===== src/rtl/debounce_pkg.sv =====
// Shared state encoding and default timing constants for the switch debouncer.
package debounce_pkg;

  typedef logic [1:0] state_t;

  localparam state_t ST_LOW       = 2'd0;
  localparam state_t ST_WAIT_HIGH = 2'd1;
  localparam state_t ST_HIGH      = 2'd2;
  localparam state_t ST_WAIT_LOW  = 2'd3;

  localparam int unsigned DEF_STABLE_CNT = 10;
  localparam int unsigned DEF_CNT_W      = 4;

endpackage


===== src/rtl/debounce_ch.sv =====
// One debounce channel: 2-flop synchronizer, stability counter and level FSM
// producing a registered clean level and a one-cycle rising-edge pulse.
module debounce_ch
  import debounce_pkg::*;
#(
  parameter int unsigned STABLE_CNT = DEF_STABLE_CNT,
  parameter int unsigned CNT_W      = DEF_CNT_W
) (
  input  logic clk,
  input  logic rst,
  input  logic in,
  output logic out,
  output logic rise
);

  localparam logic [CNT_W-1:0] CNT_LAST = CNT_W'(STABLE_CNT - 1);
  localparam logic [CNT_W-1:0] CNT_ONE  = CNT_W'(1);

  logic             sync1_q;
  logic             sync2_q;
  state_t           state_q, state_d;
  logic [CNT_W-1:0] cnt_q, cnt_d;
  logic             out_q, out_d;
  logic             rise_q, rise_d;

  always_ff @(posedge clk) begin
    if (rst) begin
      sync1_q <= 1'b0;
      sync2_q <= 1'b0;
      state_q <= ST_LOW;
      cnt_q   <= '0;
      out_q   <= 1'b0;
      rise_q  <= 1'b0;
    end else begin
      sync1_q <= in;
      sync2_q <= sync1_q;
      state_q <= state_d;
      cnt_q   <= cnt_d;
      out_q   <= out_d;
      rise_q  <= rise_d;
    end
  end

  // The FSM sees only the synchronized level; any abort or completion clears the count.
  always_comb begin
    state_d = state_q;
    cnt_d   = cnt_q;
    out_d   = out_q;
    rise_d  = 1'b0;
    case (state_q)
      ST_LOW: begin
        out_d = 1'b0;
        if (sync2_q) begin
          state_d = ST_WAIT_HIGH;
          cnt_d   = CNT_ONE;
        end
      end
      ST_WAIT_HIGH: begin
        out_d = 1'b0;
        if (!sync2_q) begin
          state_d = ST_LOW;
          cnt_d   = '0;
        end else if (cnt_q == CNT_LAST) begin
          state_d = ST_HIGH;
          out_d   = 1'b1;
          rise_d  = 1'b1;
          cnt_d   = '0;
        end else begin
          cnt_d = cnt_q + CNT_ONE;
        end
      end
      ST_HIGH: begin
        out_d = 1'b1;
        if (!sync2_q) begin
          state_d = ST_WAIT_LOW;
          cnt_d   = CNT_ONE;
        end
      end
      ST_WAIT_LOW: begin
        out_d = 1'b1;
        if (sync2_q) begin
          state_d = ST_HIGH;
          cnt_d   = '0;
        end else if (cnt_q == CNT_LAST) begin
          state_d = ST_LOW;
          out_d   = 1'b0;
          cnt_d   = '0;
        end else begin
          cnt_d = cnt_q + CNT_ONE;
        end
      end
      default: begin
        state_d = ST_LOW;
        out_d   = 1'b0;
        cnt_d   = '0;
      end
    endcase
  end

  assign out  = out_q;
  assign rise = rise_q;

endmodule


===== src/rtl/debounce_3ch.sv =====
// Three independent debounce channels plus an all-high flag for the AND-gate stage.
module debounce_3ch
  import debounce_pkg::*;
#(
  parameter int unsigned STABLE_CNT = DEF_STABLE_CNT,
  parameter int unsigned CNT_W      = DEF_CNT_W
) (
  input  logic clk,
  input  logic rst,
  input  logic in_1,
  input  logic in_2,
  input  logic in_3,
  output logic out_1,
  output logic out_2,
  output logic out_3,
  output logic rise_1,
  output logic rise_2,
  output logic rise_3,
  output logic all_high
);

  if ((STABLE_CNT < 2) || (64'(STABLE_CNT) > (64'd1 << CNT_W))) begin : g_bad_param
    $error("debounce_3ch: STABLE_CNT must be in 2 .. 2**CNT_W");
  end

  debounce_ch #(.STABLE_CNT(STABLE_CNT), .CNT_W(CNT_W)) u_ch1 (
    .clk (clk), .rst (rst), .in (in_1), .out (out_1), .rise (rise_1)
  );

  debounce_ch #(.STABLE_CNT(STABLE_CNT), .CNT_W(CNT_W)) u_ch2 (
    .clk (clk), .rst (rst), .in (in_2), .out (out_2), .rise (rise_2)
  );

  debounce_ch #(.STABLE_CNT(STABLE_CNT), .CNT_W(CNT_W)) u_ch3 (
    .clk (clk), .rst (rst), .in (in_3), .out (out_3), .rise (rise_3)
  );

  // Built only from registered levels, so it is glitch-free.
  assign all_high = out_1 & out_2 & out_3;

endmodule


===== config.mk =====
export PLATFORM = sky130hd
export DESIGN_NAME = debounce_3ch
export DESIGN_NICKNAME = d
export VERILOG_FILES = /design/src/rtl/debounce_pkg.sv /design/src/rtl/debounce_ch.sv /design/src/rtl/debounce_3ch.sv
export SDC_FILE = /design/constraint.sdc
export NUM_CORES = 1
export LEC_CHECK = 0
export CAP_MARGIN = 20
export CELL_PAD_IN_SITES_DETAIL_PLACEMENT = 0
export CELL_PAD_IN_SITES_GLOBAL_PLACEMENT = 1
export CORE_MARGIN = 8
export CORE_UTILIZATION = 46
export CTS_CLUSTER_DIAMETER = 50
export DETAILED_ROUTE_END_ITERATION = 10
export MAX_ROUTING_LAYER = met4
export PLACE_DENSITY_LB_ADDON = 0.1
export SLEW_MARGIN = 5
export SYNTH_ARGS = -nofsm -noshare
export SYNTH_HDL_FRONTEND = slang
export SYNTH_SLANG_ARGS = --single-unit

===== constraint.sdc =====
create_clock -name clk -period 3.9 [get_ports clk]
set_clock_uncertainty 0.1 [all_clocks]
set_input_delay 0.78 -clock clk [delete_from_list [all_inputs] [get_ports clk]]
set_output_delay 0.78 -clock clk [all_outputs]
set_load 0.02 [all_outputs]

-- Word-level counts from Yosys, hierarchy flattened
Index checks and enable logic that the tools add are counted.
- memories kept: 0
- register bits after elaboration: 30
- input port bits: 5
- word-level logic and storage cells: 116
- memory bits (writable): 0
- bits in read-only memories: 0
- output and inout bits: 7
- latch bits: 0
- order comparisons: 0
- reduce and logical (&&, ||, !) cells: 12
- bitwise gates (word level): 5
- div/mod/pow operators: 0
- mux-type cells: 54
- $mul: 0
- shifts and indexed selects: 0
- equal/unequal tests: 24
- add/subtract/negate cells: 3
- operators with widths (operator ; count):
    4-bit 2-to-1 mux ; 15
    4-bit one-hot mux with 4 select lines ; 3
    2-bit 2-to-1 mux ; 18
    2-bit one-hot mux with 4 select lines ; 3
    4-bit by 1-bit adder with 4-bit output (second input constant) ; 3
    2-bit equality test (second input constant) ; 6
    4-bit equality test (second input constant) ; 3
    1-bit 2-to-1 mux ; 12
    1-bit one-hot mux with 4 select lines ; 3
    4-bit AND reduction ; 3
    3-bit by 1-bit != test with 1-bit output (second input constant) ; 3
    3-bit != test (second input constant) ; 3
    2-bit by 1-bit equality test with 1-bit output (second input constant) ; 3
    2-bit zero test ; 3
    2-bit by 1-bit != test with 1-bit output (second input constant) ; 3
    2-bit != test (second input constant) ; 3
    2-bit AND reduction ; 3
    2-bit OR reduction ; 3
    1-bit inverter ; 3
    1-bit AND ; 2

-- Longest topological paths before layout
Gate-level depths: netlist (run 1).
- depth after elaboration: 4
- gate-level depth with buffers: 7
- depth with buffers taken out: 6

-- Modules after synthesis
Synthesis (run 1) repeated with hierarchy kept, for this count alone.
- cell total of the unflattened synthesis: 139
- area, all modules: 1338.8 um^2
- modules (own cells, without submodules) (module ; seq. area each (um^2) ; area each (um^2) ; cells an instance ; times used):
    debounce_ch ; 200.2 ; 444.2 ; 46 ; 3
    debounce_3ch ; 0.0 ; 6.3 ; 1 ; 1

-- Least setup slack after synthesis (run 1)
OpenSTA, ideal clock, no wires.
- path kind: reg2reg
- from: register u_ch3.cnt_q[1]
- to: register u_ch3.cnt_q[2]
- cell stages (with the launch flop): 7
- period minus slack after synthesis: 1633 ps
- library setup time: 71 ps
- required time: 3729 ps
- path buffers: 1
- arrival: 1462 ps
- setup slack: 2267 ps
- cells stage by stage: dfxtp_1 -> inv_1 -> ha_1 -> and3b_1 -> clkbuf_1 -> or4b_1 -> a21oi_1
- longest elaborated chain between the ends: 4
- elaborated cells on any way between the ends: 6
- classes of those cells: add/sub: 1; eq/ne: 1; mux: 4
- RTL lines (element ; line ; source):
    from (decl) ; debounce_ch.sv:22 ; logic [CNT_W-1:0] cnt_q, cnt_d;
    from (signal assigned) ; debounce_ch.sv:38 ; cnt_q <= cnt_d;
    4-bit by 1-bit adder with 4-bit output / 4-bit equality test (equally long branches) ; n/a ;
    4-bit 2-to-1 mux * ; debounce_ch.sv:63, debounce_ch.sv:84 ;
    4-bit 2-to-1 mux (on tied branches) ; debounce_ch.sv:81, debounce_ch.sv:60 ;
    4-bit one-hot mux with 4 select lines * ; debounce_ch.sv:50 ; case (state_q)
Mark *: on every way between the ends. The rest lies on a longest branch, timed or not.
A chain may end at the register's enable or synchronous reset.

-- Final worst setup path (run 1)
- from: register u_ch2.out_q, in the netlist u_ch2.out
- to: output all_high
- longest elaborated chain between the ends: 2
- RTL lines (element ; line ; source):
    from (decl) ; debounce_ch.sv:23 ; logic out_q, out_d;
    from (signal assigned) ; debounce_ch.sv:39 ; out_q <= out_d;
    1-bit AND (2 in series) ; debounce_3ch.sv:39 ; assign all_high = out_1 & out_2 & out_3;
    to (decl) ; debounce_3ch.sv:19 ; output logic all_high
No other way between the ends.

==> results by group, run 1 <==
Status
  • Outcome: complete, no violations

Final layout
  • Ant. Diodes: 0
  • Share of layout cells above drive strength 1: 8.276%
  • Post-Layout Inst Area: 0.001475 mm2
  • Layout area overhead: 16.39%
  • Nets: 156
  • Finished Core Util: 54.91%
  • Layout Cells excl Fill: 176

Placement
  • Dpl cells: 169
  • Setup WS pre-CTS: 1.403 ns
  • Gpl congestion: 0.7317
  • Post-DP HPWL: 1499 um
  • Port bufs: 11
  • Area after DPL: 0.001394 mm2

Floorplanning
  • Die H: 68.49 um
  • Initial Util: 47.18%
  • Chip width: 68.49 um
  • Core Area: 0.002686 mm2
  • I/O pin cnt: 12
  • Die ar.: 0.004691 mm2
  • Row Count: 19

Synth
  • Synthesized instance count: 133
  • Netlist Area Pre-Place: 0.001267 mm2
  • Mapped Avg Cell Area: 9.530 um2
  • Post-synthesis async set-or-reset flop share: 0%
  • Top FF cell, synth: dfxtp_1
  • Number of synthesized flops with an enable pin: 0
  • Synthesized net count: 144
  • Yosys reg bits: 30
  • Distinct cells, synth: 31
  • Register area share after synthesis: 47.38%
  • Synth top area share: 47.38%
  • Top post-synthesis cells by area: dfxtp_1 (47%), ha_1 (5.9%), a21oi_1 (4.7%), nor2b_1 (3.5%), nand2_1 (3.0%)
  • Cell with the most instances after synthesis: dfxtp_1
  • Top post-synthesis cells by count: dfxtp_1 (30), a21oi_1 (12), nand2_1 (10)
  • Area leader, netlist: dfxtp_1
  • Synth warn: 0

Global routing
  • Grt ovf: 0
  • GRT Total Usage: 10.78%
  • Initial antenna violation count: 0
  • Largest net degree at the start of global routing: 31
  • First-pass GRT wire length: 3684 um
  • Vias in the first global route: 878

Clocking
  • Worst-path clk slew: 0.10 ns
  • TritonCTS clock tree: done
  • H-tree depth: 2
  • Clock Latency Late Sink: 0.33 ns
  • Clock root buffer: clkbuf_4
  • Max clock buf depth: 2
  • Postcts setup bufs: 0
  • CTS Buf Count: 5
  • Post-CTS Hold Fix Bufs: 0
  • Post_cts resized: 0
  • # clock sinks: 30

Route
  • Vias: 954
  • Total Routed Length: 2141 um
  • Pre-Repair DR Iteration Count: 4
  • Post-route ant nets: 0
  • DR WL/cell: 12.16 um
  • Via-to-Cell Ratio: 5.420
  • DRC violation count after routing: 0
  • Iteration-0 DRC count of the detailed router: 55

Pwr
  • Pwr/cell area: 400.6 mW/mm2
  • Leakage: 0.5407 nW
  • Peak VDD IR: 0.3471 mV

Critical path
  • Worst Setup Start Kind: flop
  • Crit path DAT: 1.41 ns
  • Worst Path Required: 3.02 ns
  • Crit path max fanout: 2
  • Type of the worst setup path: reg2out
  • Crit end category: primary output

Timing
  • Max-slew violations: 0
  • Slew HR: 31.48%
  • Max Freq: 435.7 MHz
  • RSZ-0062 raised after global routing: no
  • Sum of negative setup slack: 0 ns
  • Endpoints failing hold: 0
  • Tcrit/Tclk final: 58.84%
  • Minimum clock period: 2.295 ns
  • Slew @ Worst Pin: 1.025 ns
  • Setup WS post-layout: 1.605 ns
  • Final Setup Violations: 0

Job
  • Max Cap Viol: 0

Min path
  • HP Class: reg2reg
[registers in the layout (all words and copies together) (netlist names), named ones only]
register and cells:
u_ch1.sync2_q 1, u_ch1.out 1, u_ch3.sync1_q 1, u_ch2.sync2_q 1, u_ch3.rise 1, u_ch1.cnt_q 4
u_ch3.out 1, u_ch1.state_q 1, u_ch3.cnt_q 4, u_ch1.rise 1, u_ch2.rise 1, u_ch2.cnt_q 4
u_ch2.state_q 1, u_ch3.state_q 1, u_ch3.sync2_q 1, u_ch2.out 1, u_ch1.sync1_q 1, u_ch2.sync1_q 1
[cell type report]
cell class,instances,area (um2)
repair buffers,11,110.1
flip-flops and latches,30,600.6
clock buffers,6,51.30
well taps,31,38.79
inverters,4,15.01
multi-input cells,93,629.4
fillers,247,1211
clock inverters,1,30.03
[cells in the final DEF (no fill, tap or decap), types with 4 or more instances in the layout]
master           Yosys  final
dfxtp_1             30     30
nor3b_1              4      4
nand2_1             10     10
nor2b_1              7      7
ha_1                 6      6
clkdlybuf4s50_1      0     11
nand3b_1             4      4
a21oi_1             12     12
inv_1                4      4
clkbuf_4             0      5
nor2_1               7      7
nand3_1              6      6
nor4b_1              4      4
[per-layer routing]
layer,up-vias,GRT usage (%),wire (um)
li1,496,-,-
met2,18,16.49,954
met1,432,11.32,1029
met5,-,-,0
met3,8,3.877,88
met4,0,7.673,69
[cells by family (layout without fill, tap and decap cells)]
kind of cell             count (synthesis)  count (layout)  share of synthesized area [%]
AO/OA/AOI/OAI                           24              24                          11.45
XOR/XNOR                                 6               6                          4.739
adder cells (fa/ha/maj)                  6               6                          5.923
buffers and inverters                   10              22                          2.961
flip-flops                              30              30                          47.38
multiplexers                             2               2                          1.580
AND/OR/NAND/NOR                         55              55                          25.96
[worst paths after layout]
| check | endpoint | cells after the start | slack (ns) | start |
|---|---|---|---|---|
| hold reg to reg | u_ch3.sync2_q | 1 | 0.34 | u_ch3.sync1_q |
| hold / removal | u_ch3.sync2_q | 1 | 0.34 | u_ch3.sync1_q |
| setup reg to reg | u_ch3.cnt_q[2] | 5 | 2.20 | u_ch3.cnt_q[1] |
| setup / recovery | all_high | 2 | 1.61 | u_ch2.out |
[critical path, stage by stage (launching register included)]
cell,delay (ns)
dfxtp_1,0.34
and3_1,0.15
clkdlybuf4s50_1,0.60
[power by group]
group | switching [mW] | internal, mW | total (mW)
sequential | 0.00578 | 0.312 | 0.317
clock | 0.103 | 0.149 | 0.252
combinational | 0.0112 | 0.0106 | 0.0218
[metrics by stage]
| stage | total power, mW | hold WS (ns) |
|---|---|---|
| 2_1_floorplan | 0.3387 | 0.3138 |
| 3_3_place_gp | 0.3462 | 0.3192 |
| 3_5_place_dp | 0.3466 | 0.3239 |
| 4_1_cts | 0.5996 | 0.3457 |
| 5_1_grt | 0.6178 | 0.3583 |
| 6_report | 0.5909 | 0.3399 |
(Power assumes the default switching activity.)
==> inputs of run 2 (changes only) <==
- CORE_UTILIZATION: 46 -> 42
- clock period: 3.9 -> 2.4 ns (I/O delays scaled with it)
==> results by group, run 2 (synthesis results as in run 1) <==
Global routing
  • GRT Total Usage: 10.65%
  • Grt ovf: 0
  • Initial antenna violation count: 0
  • First-pass GRT wire length: 4105 um
  • Largest net degree at the start of global routing: 31
  • Vias in the first global route: 951

Critical path
  • WP buf/inv: 1
  • Crit path max fanout: 2
  • Flop-to-flop setup slack: 0.72 ns
  • Crit path DAT: 1.40 ns
  • Worst Setup Start Kind: flop
  • Number of cells on the critical path: 2
  • Crit path largest cell delay: 0.60 ns
  • CP endpoint: all_high
  • RR Startpoint: u_ch3.cnt_q[1]
  • Type of the worst setup path: reg2out
  • Worst path slowest cell: clkdlybuf4s50_1
  • R2r endpoint: u_ch3.cnt_q[2]
  • Crit-path leading delay family: buffers and inverters
  • CP cell instances: and3_1, clkdlybuf4s50_1
  • Crit end category: primary output
  • R2R depth: 5
  • Worst Setup SP: u_ch3.out
  • Worst Path Required: 1.82 ns

Status
  • Outcome: complete, no violations

Placement
  • Post-DP HPWL: 1548 um
  • Gpl congestion: 0.7764
  • Dpl cells: 172
  • Port bufs: 11
  • Setup WS pre-CTS: 0.7369 ns

Floorplanning
  • Row Count: 20
  • Core Area: 0.002953 mm2
  • Die ar.: 0.005032 mm2
  • Initial Util: 42.92%
  • Chip width: 70.94 um
  • I/O pin cnt: 12
  • Die H: 70.94 um

Route
  • Total Routed Length: 2218 um
  • Via-to-Cell Ratio: 5.267
  • DR WL/cell: 12.32 um
  • Post-route ant nets: 0
  • DR WL met2: 1024 um
  • Vias: 948
  • Top Layer Used: met4
  • Wire length on met1: 1057 um
  • DRC violation count after routing: 0
  • Pre-Repair DR Iteration Count: 4
  • Iteration-0 DRC count of the detailed router: 54
  • Met3 WL post-DR: 82 um

Job
  • Max Cap Viol: 0

Clocking
  • Post_cts resized: 0
  • Clock Latency Late Sink: 0.32 ns
  • Worst-path clk slew: 0.09 ns
  • Max clock buf depth: 2
  • # clock sinks: 30
  • H-tree depth: 2
  • Postcts setup bufs: 0
  • Clock root buffer: clkbuf_4
  • CTS Buf Count: 5
  • Post-CTS Hold Fix Bufs: 0
  • TritonCTS clock tree: done

Final layout
  • Nets: 157
  • Layout area overhead: 15.50%
  • Most common cell after layout, fill and taps aside: dfxtp_1
  • Most frequent cells in the layout: dfxtp_1 (30), a21oi_1 (12), clkdlybuf4s50_1 (11), nand2_1 (10)
  • Finished Core Util: 49.58%
  • Ant. Diodes: 0
  • Largest registers: u_ch1.cnt_q x4, u_ch2.cnt_q x4, u_ch3.cnt_q x4
  • Layout Cells excl Fill: 180
  • Share of layout cells above drive strength 1: 8.844%

Timing
  • Minimum clock period: 1.984 ns
  • Max Freq: 504.0 MHz
  • Tcrit/Tclk final: 82.66%
  • RSZ-0062 raised after global routing: no
  • Setup WS post-layout: 0.4161 ns
  • Final Setup Violations: 0
  • Sum of negative setup slack: 0 ns
  • Slew HR: 58.55%
  • Slew @ Worst Pin: 0.6173 ns
  • Endpoints failing hold: 0
  • Max-slew violations: 0

Min path
  • HP Class: reg2reg

Pwr
  • Power Total: 0.8609 mW
  • Leakage: 0.5365 nW
  • Pwr/cell area: 588.1 mW/mm2
  • Peak VDD IR: 0.3181 mV
==> run 2: changes by cell type in the layout (fill, tap and decap cells not counted) <==
cell	previous run	this run
clkinv_2	0	1
bufinv_16	1	0
clkbuf_1	0	1
buf_4	0	1
==> run 2: where the power goes <==
| group | total [mW] | switching, mW | internal [mW] | leakage, nW |
|---|---|---|---|---|
| Sequential | 0.516 | 0.00926 | 0.506 | 0.244 |
| Combinational | 0.0374 | 0.0193 | 0.0182 | 0.258 |
| Clock | 0.308 | 0.166 | 0.142 | 0.0353 |
| Total | 0.861 | 0.195 | 0.666 | 0.536 |
==> run 2: worst min path at each step <==
stage / start / to / depth (start not counted)
4_1_cts: u_ch2.sync1_q / u_ch2.sync2_q / 1
6_report: u_ch2.sync1_q / u_ch2.sync2_q / 1
3_5_place_dp: u_ch2.sync1_q / u_ch2.sync2_q / 1
3_3_place_gp: u_ch2.sync1_q / u_ch2.sync2_q / 1
2_1_floorplan: u_ch1.sync1_q / u_ch1.sync2_q / 1
5_1_grt: u_ch2.sync1_q / u_ch2.sync2_q / 1
==> run 2: cell type report <==
class | count | area (um2)
clock buffers | 7 | 55.05
clock inverters | 1 | 5.005
fillers | 282 | 1489
inverters | 4 | 15.01
multi-input cells | 93 | 629.4
flip-flops and latches | 30 | 600.6
well taps | 33 | 41.29
repair buffers | 12 | 117.6
==> run 2: per-layer routing <==
metal | vias to the layer above | GRT usage, %
met2 | 10 | 15.76
met1 | 438 | 11.31
li1 | 495 | -
met5 | - | -
met4 | 0 | 7.621
met3 | 5 | 4.379
==> run 2: per-stage QoR <==
| step | area (um2) | hold slack, ns |
|---|---|---|
| 2_1_floorplan | 1267 | 0.3138 |
| 3_3_place_gp | 1404 | 0.3265 |
| 3_5_place_dp | 1404 | 0.3297 |
| 4_1_cts | 1464 | 0.3514 |
| 5_1_grt | 1464 | 0.3657 |
| 6_report | 1464 | 0.3421 |
==> inputs of run 3 (changes only) <==
- clock period: 2.4 -> 1.84 ns (I/O delays scaled with it)
==> results by group, run 3 (synthesis results as in run 1) <==
Final layout
  • Multi-input logic area: 629.4 um2
  • Fillers: 302
  • Flip-flop and latch area: 600.6 um2
  • Largest registers: u_ch1.cnt_q x4, u_ch2.cnt_q x4, u_ch3.cnt_q x4
  • Post-Layout Inst Area: 0.001486 mm2
  • Most frequent cells in the layout: dfxtp_1 (30), a21oi_1 (12), nand2_1 (10), clkdlybuf4s50_1 (10)
  • Layout area overhead: 17.28%
  • Ant. Diodes: 0
  • Nets: 158
  • Share of layout cells above drive strength 1: 10.14%
  • Most common cell after layout, fill and taps aside: dfxtp_1

Route
  • Vias: 959
  • Pre-Repair DR Iteration Count: 4
  • DR WL/cell: 12.52 um
  • Via-to-Cell Ratio: 5.298
  • DRC violation count after routing: 0
  • Iteration-0 DRC count of the detailed router: 48
  • Total Routed Length: 2267 um
  • Post-route ant nets: 0

Clocking
  • Post_cts resized: 1
  • TritonCTS clock tree: done
  • Worst-path clk slew: 0.10 ns
  • Max clock buf depth: 2
  • Postcts setup bufs: 0
  • Post-CTS Hold Fix Bufs: 0
  • Clock root buffer: clkbuf_4
  • # clock sinks: 30
  • CTS Buf Count: 5
  • Clock Latency Late Sink: 0.33 ns
  • H-tree depth: 2

Timing
  • Final Setup Violations: 0
  • Minimum clock period: 1.762 ns
  • Endpoints failing hold: 0
  • Max Freq: 567.5 MHz
  • Slew @ Worst Pin: 0.4048 ns
  • Tcrit/Tclk final: 95.77%
  • RSZ-0062 raised after global routing: no
  • Slew HR: 72.92%
  • Max-slew violations: 0
  • Sum of negative setup slack: 0 ns

Pwr
  • Switching Share: 24.32%
  • Power Total: 1.152 mW
  • Clock power frac: 36.9%
  • Pwr/cell area: 774.9 mW/mm2
  • Comb power frac: 4.7%
  • Peak VDD IR: 0.5147 mV
  • Leakage: 0.5492 nW
  • Internal: 0.8717 mW
  • Sw power: 0.2801 mW
  • Register share of total power: 58.4%

Critical path
  • Crit path largest cell delay: 0.61 ns
  • Crit path max fanout: 2
  • Worst path slowest cell: clkdlybuf4s50_1
  • Type of the worst setup path: reg2out
  • Worst Path Required: 1.37 ns
  • Worst Setup Start Kind: flop
  • CP cell instances: clkdlybuf4s50_1
  • Crit path DAT: 1.29 ns
  • WP buf/inv: 1
  • Crit end category: primary output
  • Crit-path leading delay family: buffers and inverters

Min path
  • HP Class: reg2reg

Placement
  • Gpl congestion: 0.7848
  • Area after DPL: 0.001424 mm2
  • Post-DP HPWL: 1511 um
  • Port bufs: 11

Global routing
  • Largest net degree at the start of global routing: 31
  • Initial antenna violation count: 0
  • GR Util met3: 3.531%
  • Met2 usage: 16.48%
  • Vias in the first global route: 964
  • First-pass GRT wire length: 4057 um
  • GR peak layer: met2
  • Grt ovf: 0
  • M1 GR Usage: 10.98%
  • GRT Total Usage: 10.47%

Status
  • Outcome: complete, no violations

Floorplanning
  • Row Count: 20
  • Chip width: 70.94 um
  • Die H: 70.94 um
  • Die ar.: 0.005032 mm2
  • Core Area: 0.002953 mm2
  • Initial Util: 42.92%
  • I/O pin cnt: 12

Job
  • Max Cap Viol: 0
==> run 3: area by class of cell <==
class / count / area share (%)
multi-input cells: 93 / 42.34
flip-flops and latches: 30 / 40.40
repair buffers: 13 / 9.175
clock buffers: 6 / 3.451
well taps: 33 / 2.778
inverters: 4 / 1.010
clock inverters: 2 / 0.8417
==> run 3: per-layer routing <==
layer	vias up	wire length [um]
li1	494	-
met1	444	1080
met2	13	1052
met3	8	78
met4	0	56
met5	-	0
==> run 3: per-stage QoR <==
stage / setup WS [ns] / hold WS (ns) / utilization, % / cells
after global placement: 0.2352 / 0.3256 / 48.22 / 173
after floorplan: 0.2070 / 0.3138 / - / 133
after CTS: 0.03793 / 0.3529 / 50.34 / 181
final: 0.07782 / 0.3451 / 50.34 / 181
after global routing: 0.02817 / 0.3671 / 50.34 / 181
after detailed placement: 0.1478 / 0.3283 / 48.22 / 173
==> run 3: final timing paths <==
| kind | end | from | slack [ns] | cells after the start |
|---|---|---|---|---|
| hold / removal | u_ch2.sync2_q | u_ch2.sync1_q | 0.35 | 1 |
| hold reg to reg | u_ch2.sync2_q | u_ch2.sync1_q | 0.35 | 1 |
| setup reg to reg | u_ch3.cnt_q[2] | u_ch3.cnt_q[1] | 0.14 | 5 |
| setup / recovery | out_2 | u_ch2.out | 0.08 | 1 |
==> run 3: power groups by stage <==
stage               Clock (mW)  Sequential (mW)  Combinational, mW
floorplan                    0            0.684             0.0341
global placement             0            0.687             0.0535
detailed placement           0            0.688             0.0541
CTS                      0.445            0.673             0.0546
global route             0.468            0.675             0.0604
finish                   0.425            0.673             0.0536
